$ cat config.mk
export PLATFORM = sky130hd
export DESIGN_NAME = vga_timing_gen
export DESIGN_NICKNAME = d
export VERILOG_FILES = /design/src/rtl/vga_timing_gen.sv
export SDC_FILE = /design/constraint.sdc
export NUM_CORES = 1
export LEC_CHECK = 0
export BUFFER_PORTS_ARGS = -buffer_cell sky130_fd_sc_hd__buf_2
export CAP_MARGIN = 20
export CORE_ASPECT_RATIO = 0.75
export CORE_MARGIN = 5
export CORE_UTILIZATION = 35
export DETAILED_ROUTE_END_ITERATION = 10
export PLACE_DENSITY_LB_ADDON = 0.3
export SYNTH_ARGS = -nofsm -noshare
export SYNTH_HDL_FRONTEND = slang
export SYNTH_SLANG_ARGS = --single-unit
$ cat constraint.sdc
create_clock -name i_clk -period 2 [get_ports i_clk]
set_input_delay 0.1 -clock i_clk [delete_from_list [all_inputs] [get_ports i_clk]]
set_output_delay 0.1 -clock i_clk [all_outputs]
set_load 0.005 [all_outputs]
$ cat src/rtl/vga_timing_gen.sv
`default_nettype none
// ============================================================================
// Module      : vga_timing_gen
// Description : Parametrised raster timing generator. Runs on the system
//               clock. A pixel clock-enable divider advances the x/y counters.
//               Sync, blanking, display-enable and line/frame-start outputs
//               are all registered. They change on the same edge as the
//               counters.
// Ports       : i_clk          system clock
//               i_reset        synchronous, active-high reset
//               o_pix_en       pixel strobe, last i_clk cycle of each pixel
//               o_x / o_y      raster position
//               o_hsync/vsync  sync outputs, active level set by *_POL
//               o_de           display enable (active area)
//               o_hblank       o_x outside the active width
//               o_vblank       o_y outside the active height
//               o_line_start   one-cycle pulse on entry to x==0
//               o_frame_start  one-cycle pulse on entry to (0,0)
// Revision    : 1.0 - initial release
// ============================================================================
module vga_timing_gen #(
    parameter int CLK_DIV   = 2,
    parameter int CNT_W     = 10,
    parameter int H_DISPLAY = 640,
    parameter int H_FRONT   = 16,
    parameter int H_SYNC    = 96,
    parameter int H_BACK    = 48,
    parameter int V_DISPLAY = 480,
    parameter int V_FRONT   = 10,
    parameter int V_SYNC    = 2,
    parameter int V_BACK    = 33,
    parameter int HSYNC_POL = 0,
    parameter int VSYNC_POL = 0
) (
    input  logic             i_clk,
    input  logic             i_reset,
    output logic             o_pix_en,
    output logic [CNT_W-1:0] o_x,
    output logic [CNT_W-1:0] o_y,
    output logic             o_hsync,
    output logic             o_vsync,
    output logic             o_de,
    output logic             o_hblank,
    output logic             o_vblank,
    output logic             o_line_start,
    output logic             o_frame_start
);

    localparam int c_H_TOTAL = H_DISPLAY + H_FRONT + H_SYNC + H_BACK;
    localparam int c_V_TOTAL = V_DISPLAY + V_FRONT + V_SYNC + V_BACK;
    localparam int c_DIV_W   = (CLK_DIV > 1) ? $clog2(CLK_DIV) : 1;

    localparam logic [c_DIV_W-1:0] c_DIV_LAST = c_DIV_W'(CLK_DIV - 1);

    localparam logic [CNT_W-1:0] c_X_LAST   = CNT_W'(c_H_TOTAL - 1);
    localparam logic [CNT_W-1:0] c_Y_LAST   = CNT_W'(c_V_TOTAL - 1);
    localparam logic [CNT_W-1:0] c_H_ACT    = CNT_W'(H_DISPLAY);
    localparam logic [CNT_W-1:0] c_V_ACT    = CNT_W'(V_DISPLAY);
    localparam logic [CNT_W-1:0] c_HS_START = CNT_W'(H_DISPLAY + H_FRONT);
    localparam logic [CNT_W-1:0] c_HS_END   = CNT_W'(H_DISPLAY + H_FRONT + H_SYNC - 1);
    localparam logic [CNT_W-1:0] c_VS_START = CNT_W'(V_DISPLAY + V_FRONT);
    localparam logic [CNT_W-1:0] c_VS_END   = CNT_W'(V_DISPLAY + V_FRONT + V_SYNC - 1);

    localparam logic c_HS_ON = (HSYNC_POL != 0);
    localparam logic c_VS_ON = (VSYNC_POL != 0);

    // Reject unusable timing at elaboration.
    if (CLK_DIV < 1 ||
        H_DISPLAY == 0 || H_FRONT == 0 || H_SYNC == 0 || H_BACK == 0 ||
        V_DISPLAY == 0 || V_FRONT == 0 || V_SYNC == 0 || V_BACK == 0 ||
        c_H_TOTAL > (1 << CNT_W) || c_V_TOTAL > (1 << CNT_W)) begin : g_param_check
        $error("vga_timing_gen: illegal timing parameters");
    end

    logic [c_DIV_W-1:0] r_div_cnt;
    logic [CNT_W-1:0]   r_x;
    logic [CNT_W-1:0]   r_y;
    logic               r_hsync;
    logic               r_vsync;
    logic               r_de;
    logic               r_hblank;
    logic               r_vblank;
    logic               r_line_start;
    logic               r_frame_start;

    logic               w_tick;
    logic               w_x_wrap;
    logic               w_y_wrap;
    logic [CNT_W-1:0]   w_x_next;
    logic [CNT_W-1:0]   w_y_next;
    logic               w_hs_act;
    logic               w_vs_act;
    logic               w_hblank_next;
    logic               w_vblank_next;

    // The strobe comes from the divider register alone, so it is glitch-free.
    // With CLK_DIV==1 the counter is a constant zero and the strobe stays high.
    assign w_tick   = (r_div_cnt == c_DIV_LAST);
    assign w_x_wrap = w_tick && (r_x == c_X_LAST);
    assign w_y_wrap = w_x_wrap && (r_y == c_Y_LAST);

    always_comb begin
        w_x_next = r_x;
        w_y_next = r_y;
        if (w_tick) begin
            w_x_next = w_x_wrap ? '0 : r_x + CNT_W'(1);
        end
        if (w_x_wrap) begin
            w_y_next = (r_y == c_Y_LAST) ? '0 : r_y + CNT_W'(1);
        end
    end

    // All decodes use the next counter values. Their registers then line up
    // with o_x/o_y with no skew.
    assign w_hs_act      = (w_x_next >= c_HS_START) && (w_x_next <= c_HS_END);
    assign w_vs_act      = (w_y_next >= c_VS_START) && (w_y_next <= c_VS_END);
    assign w_hblank_next = (w_x_next >= c_H_ACT);
    assign w_vblank_next = (w_y_next >= c_V_ACT);

    always_ff @(posedge i_clk) begin
        if (i_reset) begin
            // Park on the last back-porch pixel. The first tick then enters
            // (0,0) and raises both start pulses.
            r_div_cnt     <= '0;
            r_x           <= c_X_LAST;
            r_y           <= c_Y_LAST;
            r_hsync       <= ~c_HS_ON;
            r_vsync       <= ~c_VS_ON;
            r_de          <= 1'b0;
            r_hblank      <= 1'b1;
            r_vblank      <= 1'b1;
            r_line_start  <= 1'b0;
            r_frame_start <= 1'b0;
        end else begin
            r_div_cnt     <= w_tick ? '0 : r_div_cnt + c_DIV_W'(1);
            r_x           <= w_x_next;
            r_y           <= w_y_next;
            r_hsync       <= w_hs_act ? c_HS_ON : ~c_HS_ON;
            r_vsync       <= w_vs_act ? c_VS_ON : ~c_VS_ON;
            r_de          <= ~w_hblank_next & ~w_vblank_next;
            r_hblank      <= w_hblank_next;
            r_vblank      <= w_vblank_next;
            // Pulses fire only on tick edges. They last one i_clk cycle for
            // any divider setting.
            r_line_start  <= w_x_wrap;
            r_frame_start <= w_y_wrap;
        end
    end

    assign o_pix_en      = w_tick;
    assign o_x           = r_x;
    assign o_y           = r_y;
    assign o_hsync       = r_hsync;
    assign o_vsync       = r_vsync;
    assign o_de          = r_de;
    assign o_hblank      = r_hblank;
    assign o_vblank      = r_vblank;
    assign o_line_start  = r_line_start;
    assign o_frame_start = r_frame_start;

endmodule
`default_nettype wire

## Word level (Yosys, flattened, before mapping)

Index checks and enable logic that the tools add are counted.

- Input port bits: 2
- Logic and storage cells: 35
- Register bits after elaboration: 28

- Add/subtract/negate cells: 3
- Reductions and logical operators: 5
- Bitwise logic cells: 3
- Multiplexer cells: 6
- $lt $le $gt $ge: 6
- Eq/ne operators: 2

Operator list:

| cell | count |
|---|---|
| $mux W10 | 4 |
| $add A10 B1 Y10 const B | 2 |
| $eq A10 B10 Y1 const B | 2 |
| $ge A10 B10 Y1 const B | 2 |
| $ge A10 B9 Y1 const B | 2 |
| $le A10 B10 Y1 const B | 1 |
| $le A10 B9 Y1 const B | 1 |
| $logic_and A1 B1 Y1 | 4 |
| $mux W1 | 2 |
| $not A1 Y1 | 2 |
| $reduce_or A2 Y1 | 1 |
| $add A1 B1 Y1 const B | 1 |
| $and A1 B1 Y1 | 1 |

## Longest topological paths before layout

- Depth in word-level cells: 7
- Mapped depth: 8

## Least setup slack after synthesis

Ideal clock, no wire load.

- Kind: register to register
- From: register r_x[5] (netlist: o_x[5])
- To: register r_vsync (netlist: o_vsync)
- Path buffers: 0
- Data required time: 1.860 ns
- Data arrival time: 1.876 ns
- Setup slack: -0.016 ns
- Stages on the path, launching flop included: 7
- Cells stage by stage: dfxtp_1 nor4b_4 nand4_2 or3_1 or3_1 a21oi_2 nand4_1

- Word-level cells in the longest chain between the ends: 6
- Elaborated cells on any way between the ends: 7
- Those cells by class: 2 x order compare; 1 x eq/ne; 2 x mux; 2 x reduce/logical

Ends and longest elaborated chain:

| item | RTL line | RTL |
|---|---|---|
| start, declared | 76 | `logic [CNT_W-1:0] r_x;` |
| start signal, assigned | 125 | `r_x <= c_X_LAST;` |
| start signal, assigned | 136 | `r_x <= w_x_next;` |
| $eq A10 B10 Y1 (*) | 99 | `assign w_x_wrap = w_tick && (r_x == c_X_LAST);` |
| $logic_and A1 B1 Y1 (*) | 99 |  |
| $mux W10 (*) | 108 | `if (w_x_wrap) begin` |
| $ge A10 B9 Y1 / $le A10 B9 Y1 (equally long branches) | 116 | `assign w_vs_act = (w_y_next >= c_VS_START) && (w_y_next <= c_VS_END);` |
| $logic_and A1 B1 Y1 (*) | 116 |  |
| $mux W1 (*) | 139 | `r_vsync <= w_vs_act ? c_VS_ON : ~c_VS_ON;` |
| end signal, assigned | 128 | `r_vsync <= ~c_VS_ON;` |
| end signal, assigned | 139 |  |
| end, declared | 79 | `logic r_vsync;` |

Every way passes the cells marked *; elsewhere a longest branch is shown, timed or not.
A chain may end at the register's enable or synchronous reset.

## Worst setup path after layout

- From: register r_x[7] (netlist: o_x[7])
- To: register r_vsync (netlist: o_vsync)

The elaborated chain is that of the path after synthesis.

==> results_dict.tcl <==
set metrics [dict create \
    period_share 0.9595 \
    cp_common_cell "or3_4" \
    syn_area_mm2 0.001508 \
    critical_path.cell_chain "nor4b_4 > nand4_2 > or3_4 > or3_4 > a21oi_4 > nand4_1" \
    status "finished, final reports clean" \
    slew-limit-headroom 0.6850 \
    finalSetupViolCount 0 \
    grt_max_degree 24 \
    clkTransAtPathRegs_ns 0.10 \
    die-area_mm2 0.005734 \
    yosys.area.top_type_share 0.3718 \
    numCtsBuffers 3 \
    r2r_setup_slack_ns 0.08 \
    cts_tree "yes" \
    antenna_found_initial 0 \
    drive_gt1_frac 0.3473 \
    grt_pass1_wl_um 6720 \
    slew_violations 0 \
    crit_end "o_vsync" \
    synth_edf_count 0 \
    post-route-min-period_ns 1.919 \
    avgSynthCellArea_um2 8.239 \
    p_per_area_mw_per_mm2 744.1 \
    slowest_stage "dfxtp_2" \
    die_x_um 85.79 \
    path_max_fanout 3 \
    r2r-start "o_x[7]" \
    synth_cells 183 \
    synthMostInstantiatedCell "dfxtp_1" \
    nets 245 \
    area_growth_pct 35.93 \
    synth-main-ff-cell "dfxtp_1" \
    cp_data_arrival_time_ns 2.07 \
    dp_hpwl_um 3032 \
    gp_congestion 0.7955 \
    core_mm2 0.004104 \
    cp-end-kind "flip-flop" \
    grtUsageTotal 0.1481 \
    startpoint_type "flip-flop" \
    finalHoldViolCount 0 \
    grt_pass1_vias 1382 \
    cp_slowest_stage_delay_ns 0.35 \
    clockBufferDepth 2 \
    drt_iter0_markers 147 \
    dr.pass1.iters 4 \
    fp.dieH_um 66.84 \
    ys_types 42 \
    r2r_end "o_vsync" \
    fillCellCount 418 \
    diodes 0 \
    async_flop_share 0 \
    rows 20 \
    ys_warn_count 0 \
    portBuffers 29 \
    routedWlPerCell_um 13.67 \
    pin_count 30 \
    hp-start "i_reset" \
    num_vias 1543 \
    leakage_uw 0.0008346 \
    route.detailed.drc 0 \
    synth_nets 188 \
    rsz0062_at_grt "yes" \
    crit_path_start "o_x[7]" \
    critPathRequiredTime_ns 2.15 \
    fmax_mhz 521.1 \
    antenna_left 0 \
    reg2reg_depth 6 \
    synth_top_area_cell "dfxtp_1" \
    instances_no_fill 294 \
    seq_area_frac_synth 0.3718 \
    start_util 0.3674 \
    finalClockSkew_ns 0.008529 \
    vdd_drop_max_mv 0.3327 \
    ctsHoldBuffers 0 \
    synth.area.top_cells "dfxtp_1 37%, nor2_1 4.5%, o21ai_0 4.3%" \
    grt-ovfl-total 0 \
    htree_levels 1 \
    cts-root-buf "clkbuf_8" \
    avgViaCountPerCell 5.248 \
    post-route-util 0.4994 \
    placedCellCount 289 \
    worstMarginPinSlew_ns 0.4682 \
    cap_violations 0 \
    clock_sinks 28 \
    synth_common_cells "28 x dfxtp_1, 18 x nor2_1, 13 x o21ai_0, 11 x nand2_1" \
    wl_um 4020 \
    holdWs_ns 0.2420 \
    hold_class "input port to flip-flop" \
    clkLatencyLatePin_ns 0.28 \
    ys_seq_elements 28 \
    criticalPathCategory "flip-flop to flip-flop" \
]
-- per-stage QoR --
stage	worst slack (ns)	TNS, ns	power [uW]	area (um^2)
5_1_grt	-0.01231	-0.01453	1611	2049
2_1_floorplan	0.005225	0	890.7	1509
3_5_place_dp	-0.01993	-0.01993	1071	1921
6_report	0.08095	0	1525	2049
3_3_place_gp	0.05118	0	1070	1921
4_1_cts	0.03752	0	1534	1993
-- worst min path at each step --
stage               cells after the start  slack [ns]            to
floorplan                               1        0.18        o_x[7]
global placement                        1        0.48      o_hblank
detailed placement                      1        0.48  o_line_start
CTS                                     2        0.22      o_pix_en
global route                            2        0.26        o_x[6]
finish                                  2        0.24      o_pix_en
-- layout by cell type (no fill, tap or decap), types with 4 or more instances in the layout --
cell / count
nand4_1: 8
a21oi_1: 9
buf_2: 29
nor3_1: 7
nand3_1: 8
buf_4: 33
inv_1: 8
nor2_1: 17
xor2_1: 4
dfxtp_1: 25
xnor2_1: 7
o21ai_0: 11
nand2_1: 11
-- cells by family after synthesis --
logic type / Yosys count / share of synthesized area
adder cells (fa/ha/maj): 3 / 0.02490
buffers and inverters: 18 / 0.04813
XOR/XNOR: 11 / 0.06390
AND/OR/NAND/NOR: 82 / 0.3153
flip-flops: 28 / 0.3718
AO/OA/AOI/OAI: 41 / 0.1759
-- metal layers --
layer  vias up  global-route usage  wire length, um
met5         -                   0                0
met2        33              0.2209             1735
li1        772                   -                -
met4         0             0.03162               17
met3         2             0.03956              197
met1       736              0.2122             2069
-- cell type report --
cell class / instances / area (um^2) / area share
clock buffers: 3 / 41.29 / 0.02015
clock inverters: 1 / 30.03 / 0.01465
inverters: 8 / 30.03 / 0.01465
multi-input cells: 137 / 922.1 / 0.4499
flip-flops and latches: 28 / 564.3 / 0.2753
well taps: 55 / 68.82 / 0.03358
repair buffers: 62 / 392.9 / 0.1917
-- registers in the layout, indices dropped and copies added (netlist names) --
name and flops:
o_x 10, o_y 10, o_de 1, o_frame_start 1, o_hblank 1, o_hsync 1, o_line_start 1, o_pix_en 1
o_vblank 1, o_vsync 1
-- power breakdown --
group	switching (uW)	internal, uW	total [uW]
registers	38.3	601	639
clock network	187	268	455
logic	230	201	431
-- worst max-delay path: cells and delay by family (launching register included) --
kind / cells / cell delay, ns
and+or+nand+nor: 5 / 1.26
DFF: 1 / 0.35
AOI/OAI and AO/OA: 1 / 0.18
-- timing repair --
| action | 4_1_cts | 5_1_grt |
|---|---|---|
| buffers inserted | 0 | 1 |
| endpoints found under the setup margin | 1 | 4 |
| pin swaps | 3 | 6 |
| gates resized for setup | 1 | 11 |
(Power assumes the default switching activity.)
